File: config.mk
export PLATFORM = sky130hd
export DESIGN_NAME = digit_scan_driver
export DESIGN_NICKNAME = d
export VERILOG_FILES = /design/src/rtl/seg_pkg.sv /design/src/rtl/seg_decoder.sv /design/src/rtl/digit_scan_driver.sv
export SDC_FILE = /design/constraint.sdc
export NUM_CORES = 1
export LEC_CHECK = 0
export BUFFER_PORTS_ARGS = -buffer_cell sky130_fd_sc_hd__buf_4
export CORE_MARGIN = 2
export CORE_UTILIZATION = 49
export DETAILED_ROUTE_END_ITERATION = 7
export PLACE_DENSITY = 0.63
export REMOVE_ABC_BUFFERS = 1
export SYNTH_ARGS = -nofsm -noshare
export SYNTH_HDL_FRONTEND = slang
export SYNTH_SLANG_ARGS = --single-unit
File: constraint.sdc
create_clock -name in_clock -period 6.7 [get_ports in_clock]
set_input_delay 0.335 -clock in_clock [delete_from_list [all_inputs] [get_ports in_clock]]
set_output_delay 0.335 -clock in_clock [all_outputs]
set_load 0.05 [all_outputs]
File: src/rtl/seg_pkg.sv
// Shared types and constants for the multiplexed seven-segment scan driver.
// Segment patterns are active-low {dp,g,f,e,d,c,b,a} with dp held off.
package seg_pkg;

    typedef enum logic [1:0] {
        OFF   = 2'd0,
        BLANK = 2'd1,
        DRIVE = 2'd2
    } state_e;

    localparam logic [7:0] SEG_0     = 8'hC0;
    localparam logic [7:0] SEG_1     = 8'hF9;
    localparam logic [7:0] SEG_2     = 8'hA4;
    localparam logic [7:0] SEG_3     = 8'hB0;
    localparam logic [7:0] SEG_4     = 8'h99;
    localparam logic [7:0] SEG_5     = 8'h92;
    localparam logic [7:0] SEG_6     = 8'h82;
    localparam logic [7:0] SEG_7     = 8'hF8;
    localparam logic [7:0] SEG_8     = 8'h80;
    localparam logic [7:0] SEG_9     = 8'h90;
    localparam logic [7:0] SEG_BLANK = 8'hFF;
    localparam logic [3:0] BLANK_CODE = 4'hF;

    // Active-low one-hot anode for a digit index (3 = leftmost).
    function automatic logic [3:0] anode_onehot(input logic [1:0] idx);
        logic [3:0] one;
        one = 4'b0001 << idx;
        return ~one;
    endfunction

endpackage

File: src/rtl/seg_decoder.sv
// BCD to active-low seven-segment decode; codes 10-15 render blank.
// Purely combinational, no latency, no flow control.
module seg_decoder
    import seg_pkg::*;
(
    input  logic [3:0] digit_i,
    output logic [7:0] seg_o
);

    always_comb begin
        seg_o = SEG_BLANK;
        case (digit_i)
            4'd0:    seg_o = SEG_0;
            4'd1:    seg_o = SEG_1;
            4'd2:    seg_o = SEG_2;
            4'd3:    seg_o = SEG_3;
            4'd4:    seg_o = SEG_4;
            4'd5:    seg_o = SEG_5;
            4'd6:    seg_o = SEG_6;
            4'd7:    seg_o = SEG_7;
            4'd8:    seg_o = SEG_8;
            4'd9:    seg_o = SEG_9;
            default: seg_o = SEG_BLANK;
        endcase
    end

endmodule

File: src/rtl/digit_scan_driver.sv
// Four-digit multiplexed 7-seg scan driver with shadowed digits, blink and blanking gaps.
// Outputs registered, updated on the edge that changes state/index; no backpressure.
// Optional SEG_LEADING_ZERO_BLANK_EN suppresses leading zeros on digits 3 and 2.
module digit_scan_driver
    import seg_pkg::*;
#(
    parameter int SCAN_DIV     = 50000,
    parameter int BLANK_CYCLES = 500,
    parameter int BLINK_DIV    = 25000000
) (
    input  logic       in_clock,
    input  logic       in_reset_n,
    input  logic [3:0] in_digit3,
    input  logic [3:0] in_digit2,
    input  logic [3:0] in_digit1,
    input  logic [3:0] in_digit0,
    input  logic       in_update,
    input  logic [3:0] in_blink_mask,
    input  logic       in_enable,
    output logic [3:0] out_an,
    output logic [7:0] out_seg,
    output logic       out_update_ack,
    output logic       out_frame_start
);

    localparam int CNT_MAX = (SCAN_DIV > BLANK_CYCLES) ? SCAN_DIV : BLANK_CYCLES;
    localparam int CNT_W   = $clog2(CNT_MAX);
    localparam int BLK_W   = $clog2(BLINK_DIV);

    localparam logic [CNT_W-1:0] SCAN_LAST  = CNT_W'(SCAN_DIV - 1);
    localparam logic [CNT_W-1:0] BLANK_LAST = CNT_W'(BLANK_CYCLES - 1);
    localparam logic [BLK_W-1:0] BLINK_LAST = BLK_W'(BLINK_DIV - 1);

    state_e            state_q, state_d;
    logic [1:0]        idx_q, idx_d;
    logic [CNT_W-1:0]  cnt_q, cnt_d;
    logic [BLK_W-1:0]  blink_cnt_q, blink_cnt_d;
    logic              phase_q, phase_d;
    logic [3:0][3:0]   shadow_q, shadow_d;
    logic [3:0][3:0]   active_q, active_d;
    logic              pending_q, pending_d;
    logic              ack_q, ack_d;
    logic              frame_q;
    logic [3:0]        an_q, an_d;
    logic [7:0]        seg_q, seg_d;

    logic              boundary;
    logic [3:0][3:0]   new_digits;
    logic [3:0]        sel_digit;
    logic [7:0]        dec_seg;

    assign new_digits = {in_digit3, in_digit2, in_digit1, in_digit0};

    always_comb begin
        state_d  = state_q;
        idx_d    = idx_q;
        cnt_d    = cnt_q;
        boundary = 1'b0;
        if (!in_enable) begin
            state_d = OFF;
            idx_d   = 2'd3;
            cnt_d   = '0;
        end else begin
            case (state_q)
                OFF: begin
                    state_d = BLANK;
                    idx_d   = 2'd3;
                    cnt_d   = '0;
                end
                BLANK: begin
                    if (cnt_q == BLANK_LAST) begin
                        state_d = DRIVE;
                        cnt_d   = '0;
                    end else begin
                        cnt_d = cnt_q + 1'b1;
                    end
                end
                DRIVE: begin
                    if (cnt_q == SCAN_LAST) begin
                        state_d = BLANK;
                        cnt_d   = '0;
                        if (idx_q == 2'd0) begin
                            idx_d    = 2'd3;
                            boundary = 1'b1;
                        end else begin
                            idx_d = idx_q - 2'd1;
                        end
                    end else begin
                        cnt_d = cnt_q + 1'b1;
                    end
                end
                default: begin
                    state_d = OFF;
                    idx_d   = 2'd3;
                    cnt_d   = '0;
                end
            endcase
        end
    end

    always_comb begin
        blink_cnt_d = blink_cnt_q + 1'b1;
        phase_d     = phase_q;
        if (blink_cnt_q == BLINK_LAST) begin
            blink_cnt_d = '0;
            phase_d     = ~phase_q;
        end
    end

    // Digits presented on the frame boundary itself bypass the shadow stage.
    always_comb begin
        shadow_d  = shadow_q;
        active_d  = active_q;
        pending_d = pending_q;
        ack_d     = 1'b0;
        if (boundary && in_update) begin
            shadow_d  = new_digits;
            active_d  = new_digits;
            pending_d = 1'b0;
            ack_d     = 1'b1;
        end else begin
            if ((boundary || state_q == OFF) && pending_q) begin
                active_d  = shadow_q;
                pending_d = 1'b0;
                ack_d     = 1'b1;
            end
            if (in_update) begin
                shadow_d  = new_digits;
                pending_d = 1'b1;
            end
        end
    end

    always_comb begin
        sel_digit = active_d[idx_d];
`ifdef SEG_LEADING_ZERO_BLANK_EN
        if (idx_d == 2'd3 && active_d[3] == 4'd0) begin
            sel_digit = BLANK_CODE;
        end else if (idx_d == 2'd2 && active_d[3] == 4'd0 && active_d[2] == 4'd0) begin
            sel_digit = BLANK_CODE;
        end
`endif
    end

    seg_decoder u_seg_decoder (
        .digit_i (sel_digit),
        .seg_o   (dec_seg)
    );

    // Outputs follow the next state so they move on the same edge as the FSM.
    always_comb begin
        an_d  = 4'hF;
        seg_d = SEG_BLANK;
        if (state_d == DRIVE) begin
            an_d = anode_onehot(idx_d);
            if (!(in_blink_mask[idx_d] && !phase_d)) begin
                seg_d = dec_seg;
            end
        end
    end

    always_ff @(posedge in_clock or negedge in_reset_n) begin
        if (!in_reset_n) begin
            state_q     <= OFF;
            idx_q       <= 2'd3;
            cnt_q       <= '0;
            blink_cnt_q <= '0;
            phase_q     <= 1'b1;
            shadow_q    <= {4{BLANK_CODE}};
            active_q    <= {4{BLANK_CODE}};
            pending_q   <= 1'b0;
            ack_q       <= 1'b0;
            frame_q     <= 1'b0;
            an_q        <= 4'hF;
            seg_q       <= SEG_BLANK;
        end else begin
            state_q     <= state_d;
            idx_q       <= idx_d;
            cnt_q       <= cnt_d;
            blink_cnt_q <= blink_cnt_d;
            phase_q     <= phase_d;
            shadow_q    <= shadow_d;
            active_q    <= active_d;
            pending_q   <= pending_d;
            ack_q       <= ack_d;
            frame_q     <= boundary;
            an_q        <= an_d;
            seg_q       <= seg_d;
        end
    end

    assign out_an          = an_q;
    assign out_seg         = seg_q;
    assign out_update_ack  = ack_q;
    assign out_frame_start = frame_q;

endmodule

# After elaboration in Yosys (flattened, before gate mapping)
# Memories as Yosys holds them, arrays and structs flattened.
# Index checks and enable logic that the tools add are counted.
[classes] addsub=3 n_mul=0 n_div=0 magnitude_cmp=1 n_eq_ne=6 shifts=1 mux=34 n_bitwise=2 n_reduce_logical=9
[op_table] cell="16-bit 2-to-1 mux" count=7
[op_table] cell="16-bit case mux with 2 select lines" count=1
[op_table] cell="25-bit by 1-bit adder with 25-bit output, second input constant" count=1
[op_table] cell="25-bit equality test, second input constant" count=1
[op_table] cell="25-bit 2-to-1 mux" count=1
[op_table] cell="16-bit by 1-bit adder with 16-bit output, second input constant" count=1
[op_table] cell="16-bit equality test, second input constant" count=1
[op_table] cell="16-bit by 9-bit equality test with 1-bit output, second input constant" count=1
[op_table] cell="8-bit 2-to-1 mux" count=2
[op_table] cell="2-bit 2-to-1 mux" count=6
[op_table] cell="1-bit 2-to-1 mux" count=11
[op_table] cell="4-bit binary-select mux with 2-bit select" count=1
[op_table] cell="4-bit 2-to-1 mux" count=2
[op_table] cell="2-bit case mux with 3 select lines" count=1
[op_table] cell="2-bit equality test, second input constant" count=2
[op_table] cell="2-bit zero test" count=2
[op_table] cell="4-bit inverter" count=1
[op_table] cell="2-bit case mux with 2 select lines" count=1
[op_table] cell="1-bit by 2-bit left shift with 4-bit output, first input constant" count=1
[op_table] cell="1-bit logical AND" count=3
[op_table] cell="2-bit by 3-bit < comparator with 1-bit output, second input constant" count=1
[op_table] cell="3-bit nonzero test" count=1
[op_table] cell="1-bit binary-select mux with 2-bit select" count=1
[op_table] cell="2-bit by 1-bit equality test with 1-bit output, second input constant" count=1
[op_table] cell="5 further kinds" count=5
[totals] register_bits=93 latch_bits=0 mem_bits_rw=0 mem_bits_ro=112 in_bits=24 out_inout_bits=14 elab_cells=75 mem_count=1
[memory_table] name="(no name shown)" depth=16 word_bits=7 read_ports=1 rd_ports_with_merged_regs=0 write_ports=0 line_no="seg_decoder.sv:12" rtl="case (digit_i)"

# Longest topological paths before layout
# An unclocked memory read counts as a cell.
[depth] depth_word=14 depth_mapped=17 ltp_nobuf=15

# Modules after synthesis
# Synthesis repeated with hierarchy kept, for this count alone.
[hier_totals] hier_cells=463 hier_area_um2=4677.0
[modules_own_cells] module="digit_scan_driver" instances=1 cells_each=428 area_per_inst_um2=4455.5 seq_area_each_um2=2386.0
[modules_own_cells] module="seg_decoder" instances=1 cells_each=35 area_per_inst_um2=221.5 seq_area_each_um2=0.0

# Worst setup path after synthesis
# OpenSTA, ideal clock, no wires.
[synth_path] path_type="reg-to-reg" startpoint="register idx_q[0]" endpoint="register seg_q[3], in the netlist out_seg[3]" setup_time_ns=0.081 arrival_time_ns=2.946 slack_ns=3.673 path_stages_with_launch=14 n_path_buf=2 synth_period_minus_slack_ns=3.027 path_cell_list="dfstp_2 inv_1 ha_1 and3_1 clkbuf_1 buf_2 a21oi_1 mux2i_1 a21oi_1 a221o_1 inv_1 ha_1 nand2b_1 a32oi_1"
[synth_rtl] element="start, declared" line_no="digit_scan_driver.sv:35" rtl="logic [1:0] idx_q, idx_d;"
[synth_rtl] element="start signal, assigned" line_no="digit_scan_driver.sv:178" rtl="idx_q <= idx_d;"
[synth_rtl] element="end signal, assigned" line_no="digit_scan_driver.sv:188" rtl="seg_q <= seg_d;"
[synth_rtl] element="end, declared" line_no="digit_scan_driver.sv:45" rtl="logic [7:0] seg_q, seg_d;"

==> reports/results.tsv <==
stage	metric	value	unit
critical_path	r2r_slack	2800	ps
cts	clkSinkCount	92	
cts	post-cts-setup-buffers	0	
synth	yosysWarnings	0	
cts	cts_tree	built	
cts	tritoncts_buffer_count	9	
routing	totalWireLength	9.75	mm
timing	finalSetupViolations	0	
place	dp.final_hpwl	6.75	mm
timing	final_min_period_over_clock_period	0.583	
power	swShare	0.266	
timing	totalNegativeSetupSlack	0	ps
power	power_density	216	nW/um2
hold_path	min_delay_worst_endpoint	shadow_q[12]	
floorplan	design.core.area	9680	um2
routing	first_iter_violations	149	
critical_path	critical_path_buf_inv_count	2	
synth	yosysSeqAreaShare	0.486	
critical_path	worst_r2r_path_depth	12	
synth	synthCells	471	
timing	timing.slew.headroom	0.434	
power	irDropWorstVdd	0.105	mV
cts	clockBufferDepth	2	
timing	skew	14.9	ps
routing	drt_via_density	5.48	
critical_path	setup.worst_path.end_class	flop	
cts	ctsHoldBuffers	1	
timing	worstMarginPinSlew	849	ps
floorplan	io_pins	38	
global_route	gr-total-overflow	0	
floorplan	die_area	10700	um2
critical_path	critPathLaunchType	flop	
timing	final.setup.worst_slack	2800	ps
critical_path	timing.critical_path.slowest_stage_cell	sky130_fd_sc_hd__or2_1	
power	power.internal	0.855	mW
timing	final_period_minus_worst_setup_slack	3900	ps
finish	final_net_count	538	
place	detailedPlace.worstSlack	2850	ps
flow_run	timing.max_cap.violations	0	
routing	dr_wl_met2	4.32	mm
timing	fmaxAchievable	0.256	GHz
global_route	grt_first_pass_wirelength	16.7	mm
synth	synth_async_sr_flop_share	1.00	
synth	synth-seq-cells	92	
routing	drc_errors	0	
hold_path	worst_hold_startpoint	in_digit3[0]	
routing	top_routing_layer_in_use	met4	
place	port-buffer-count	36	
routing	remaining_antenna_violation_count_after_routing	0	
critical_path	crit_path_cell_trace	inv_1 > ha_1 > and4_1 > nand4_2 > or2_1 > a31oi_1 > a21oi_1 > a21oi_1 > inv_1 > ha_1 > nand2b_1 > a32oi_1	
cts	clkTransAtPathRegs	100	ps
critical_path	worstReg2RegEnd	out_seg[3]	
power	p_leak	2.27	nW
timing	rsz0062_at_grt	false	
routing	routedWlPerCell	15.2	um
floorplan	floorplan.initialDensity	0.502	
cts	htree_levels	3	
synth	synth.cell_area	4860	um2
cts	number_of_gates_resized_after_cts	0	
timing	slew_violations	0	
critical_path	timing.rr.start	state_q[0]	
routing	m1WireLength	4.99	mm
hold_path	worstHoldPathType	input port to flop	
critical_path	worst_path_dominant_cell_family	simple AND/OR/NAND/NOR gates	
finish	fin_util	0.557	
finish	num_antenna_cells	0	
global_route	grt_start_max_net_pins	52	
power	power_frac_seq	0.536	
global_route	global_route.usage.total	0.190	
global_route	first_global_vias	3376	
synth	synth_ff_type	sky130_fd_sc_hd__dfstp_2	
power	p_clk_frac	0.311	
critical_path	critPathRequiredTime	6990	ps
global_route	grt_antenna_before_repair	0	
floorplan	die_y	104	um
synth	synth-edff-count	0	
critical_path	cpPeakStageDelay	670	ps
floorplan	fp.dieW	104	um
hold_path	hold_path_depth	2	
place	gpl.final_weighted_congestion	0.856	
critical_path	crit_path_max_fanout	25	
critical_path	setup.worst_path.class	flop to flop	
outcome	status	completed	
routing	firstDrtPassIters	4	
synth	yosys.cell_types.count	67	
routing	vias	3509	
floorplan	floorplan.rows	36	
power	combinational_power_share	0.153	
critical_path	cp_data_arrival_time	4190	ps
finish	syn2layout_area_growth	11.2	%
cts	clk_latency	360	ps
timing	final_hold_viol_count	0	
cts	clockRootBuffer	sky130_fd_sc_hd__clkbuf_8	
power	power.switching	0.311	mW
routing	dr_wl_met3	307	um
finish	final_layout_size_suffix_gt1_frac	0.266	
synth	synth.avg_cell_area	10.3	um2
-- worst register-to-register path, cell delays in order (launching register included) --
cell and delay [ps]:
sky130_fd_sc_hd__dfrtp_1 410, sky130_fd_sc_hd__inv_1 100, sky130_fd_sc_hd__ha_1 190, sky130_fd_sc_hd__and4_1 280, sky130_fd_sc_hd__nand4_2 540, sky130_fd_sc_hd__or2_1 670
sky130_fd_sc_hd__a31oi_1 340, sky130_fd_sc_hd__a21oi_1 100, sky130_fd_sc_hd__a21oi_1 380, sky130_fd_sc_hd__inv_1 160, sky130_fd_sc_hd__ha_1 320, sky130_fd_sc_hd__nand2b_1 150
sky130_fd_sc_hd__a32oi_1 200
-- registers in the layout, indices dropped and copies added (netlist names), 2 cells and up --
signal,flops
out_an,4
out_seg,7
shadow_q,16
blink_cnt_q,25
cnt_q,16
active_q,16
state_q,2
idx_q,2
-- area by class of cell --
class | count | area (um2)
Timing Repair Buffer | 38 | 288
Multi-Input combinational cell | 343 | 2330
Tap cell | 133 | 166
Inverter | 18 | 70.1
Clock buffer | 12 | 135
Fill cell | 857 | 4290
Sequential cell | 92 | 2360
Clock inverter | 4 | 48.8
-- power by group through the flow --
stage | clock, mW | combinational (mW) | sequential [mW]
floorplan | 0 | 0.121 | 0.632
global placement | 0 | 0.173 | 0.633
detailed placement | 0 | 0.178 | 0.634
CTS | 0.374 | 0.179 | 0.624
global route | 0.394 | 0.201 | 0.629
finish | 0.363 | 0.178 | 0.625
-- cell usage after synthesis, drive strengths merged, types with 3 or more instances --
master | instances | share of area
nor3 | 15 | 0.018
nor2 | 49 | 0.038
a22oi | 5 | 0.0077
a221oi | 5 | 0.018
a31oi | 11 | 0.014
or3 | 9 | 0.012
a32oi | 3 | 0.0054
inv | 18 | 0.014
a2bb2oi | 6 | 0.011
mux2 | 23 | 0.053
dfstp | 46 | 0.25
a21oi | 18 | 0.021
clkbuf | 9 | 0.0070
and2 | 3 | 0.0044
o31a | 3 | 0.0054
nand3 | 17 | 0.018
xnor2 | 13 | 0.023
dfrtp | 46 | 0.24
nand2b | 3 | 0.0039
nand4 | 5 | 0.0077
ha | 12 | 0.031
nand2 | 59 | 0.046
nor4 | 3 | 0.0070
xor2 | 19 | 0.034
o21ai | 12 | 0.012
and3 | 19 | 0.025
and4 | 3 | 0.0059
buf | 9 | 0.013
-- cell usage in the layout (no fill, tap or decap), types with 3 or more instances in the layout --
master | Yosys | final
sky130_fd_sc_hd__a21oi_1 | 17 | 17
sky130_fd_sc_hd__a22oi_1 | 5 | 5
sky130_fd_sc_hd__a2bb2oi_1 | 6 | 6
sky130_fd_sc_hd__a31oi_1 | 11 | 11
sky130_fd_sc_hd__a32oi_1 | 3 | 3
sky130_fd_sc_hd__and3_1 | 18 | 18
sky130_fd_sc_hd__buf_4 | 1 | 37
sky130_fd_sc_hd__clkbuf_1 | 9 | 3
sky130_fd_sc_hd__clkbuf_8 | 0 | 9
sky130_fd_sc_hd__dfrtp_1 | 46 | 46
sky130_fd_sc_hd__dfstp_2 | 46 | 46
sky130_fd_sc_hd__ha_1 | 12 | 12
sky130_fd_sc_hd__inv_1 | 15 | 15
sky130_fd_sc_hd__mux2_1 | 4 | 4
sky130_fd_sc_hd__mux2_2 | 19 | 19
sky130_fd_sc_hd__nand2_1 | 59 | 59
sky130_fd_sc_hd__nand2b_1 | 3 | 3
sky130_fd_sc_hd__nand3_1 | 17 | 17
sky130_fd_sc_hd__nand4_1 | 4 | 4
sky130_fd_sc_hd__nor2_1 | 48 | 48
sky130_fd_sc_hd__nor3_1 | 14 | 14
sky130_fd_sc_hd__o21ai_0 | 10 | 10
sky130_fd_sc_hd__o31a_1 | 3 | 3
sky130_fd_sc_hd__or3_1 | 9 | 9
sky130_fd_sc_hd__xnor2_1 | 13 | 13
sky130_fd_sc_hd__xor2_1 | 19 | 19
-- worst max-delay path by stage --
stage | start | end | slack, ps | cells past startpoint
2_1_floorplan | state_q[0] | out_seg[3] | 3540 | 12
3_3_place_gp | cnt_q[10] | out_seg[3] | 3060 | 10
3_5_place_dp | state_q[0] | out_seg[3] | 2850 | 12
4_1_cts | cnt_q[4] | out_seg[3] | 2840 | 10
5_1_grt | cnt_q[4] | out_seg[3] | 2490 | 10
6_report | state_q[0] | out_seg[3] | 2800 | 12
-- through the flow --
step           instances  instance area (um2)  total power, mW  hold slack (ps)
6_report             640                 5400             1.17              218
5_1_grt              640                 5400             1.22              212
4_1_cts              640                 5400             1.18              209
3_5_place_dp         623                 5200            0.812              348
3_3_place_gp         623                 5200            0.806              350
2_1_floorplan        453                 4760            0.753             39.4
-- logic make-up after synthesis --
kind of cell,count (synthesis),synth area share
AO/OA/AOI/OAI,78,0.123
adder cells (fa/ha/maj),12,0.0309
XOR/XNOR,32,0.0577
multiplexers,27,0.0667
other,1,0.000772
flip-flops,92,0.486
AND/OR/NAND/NOR,193,0.201
buffers and inverters,36,0.0343
-- per-layer routing --
layer,vias to the layer above,GRT usage
met5,-,0
met4,0,0.0666
met3,13,0.0321
met2,63,0.286
met1,1701,0.280
li1,1732,-
No activity file was read; power rests on OpenSTA's default activity.
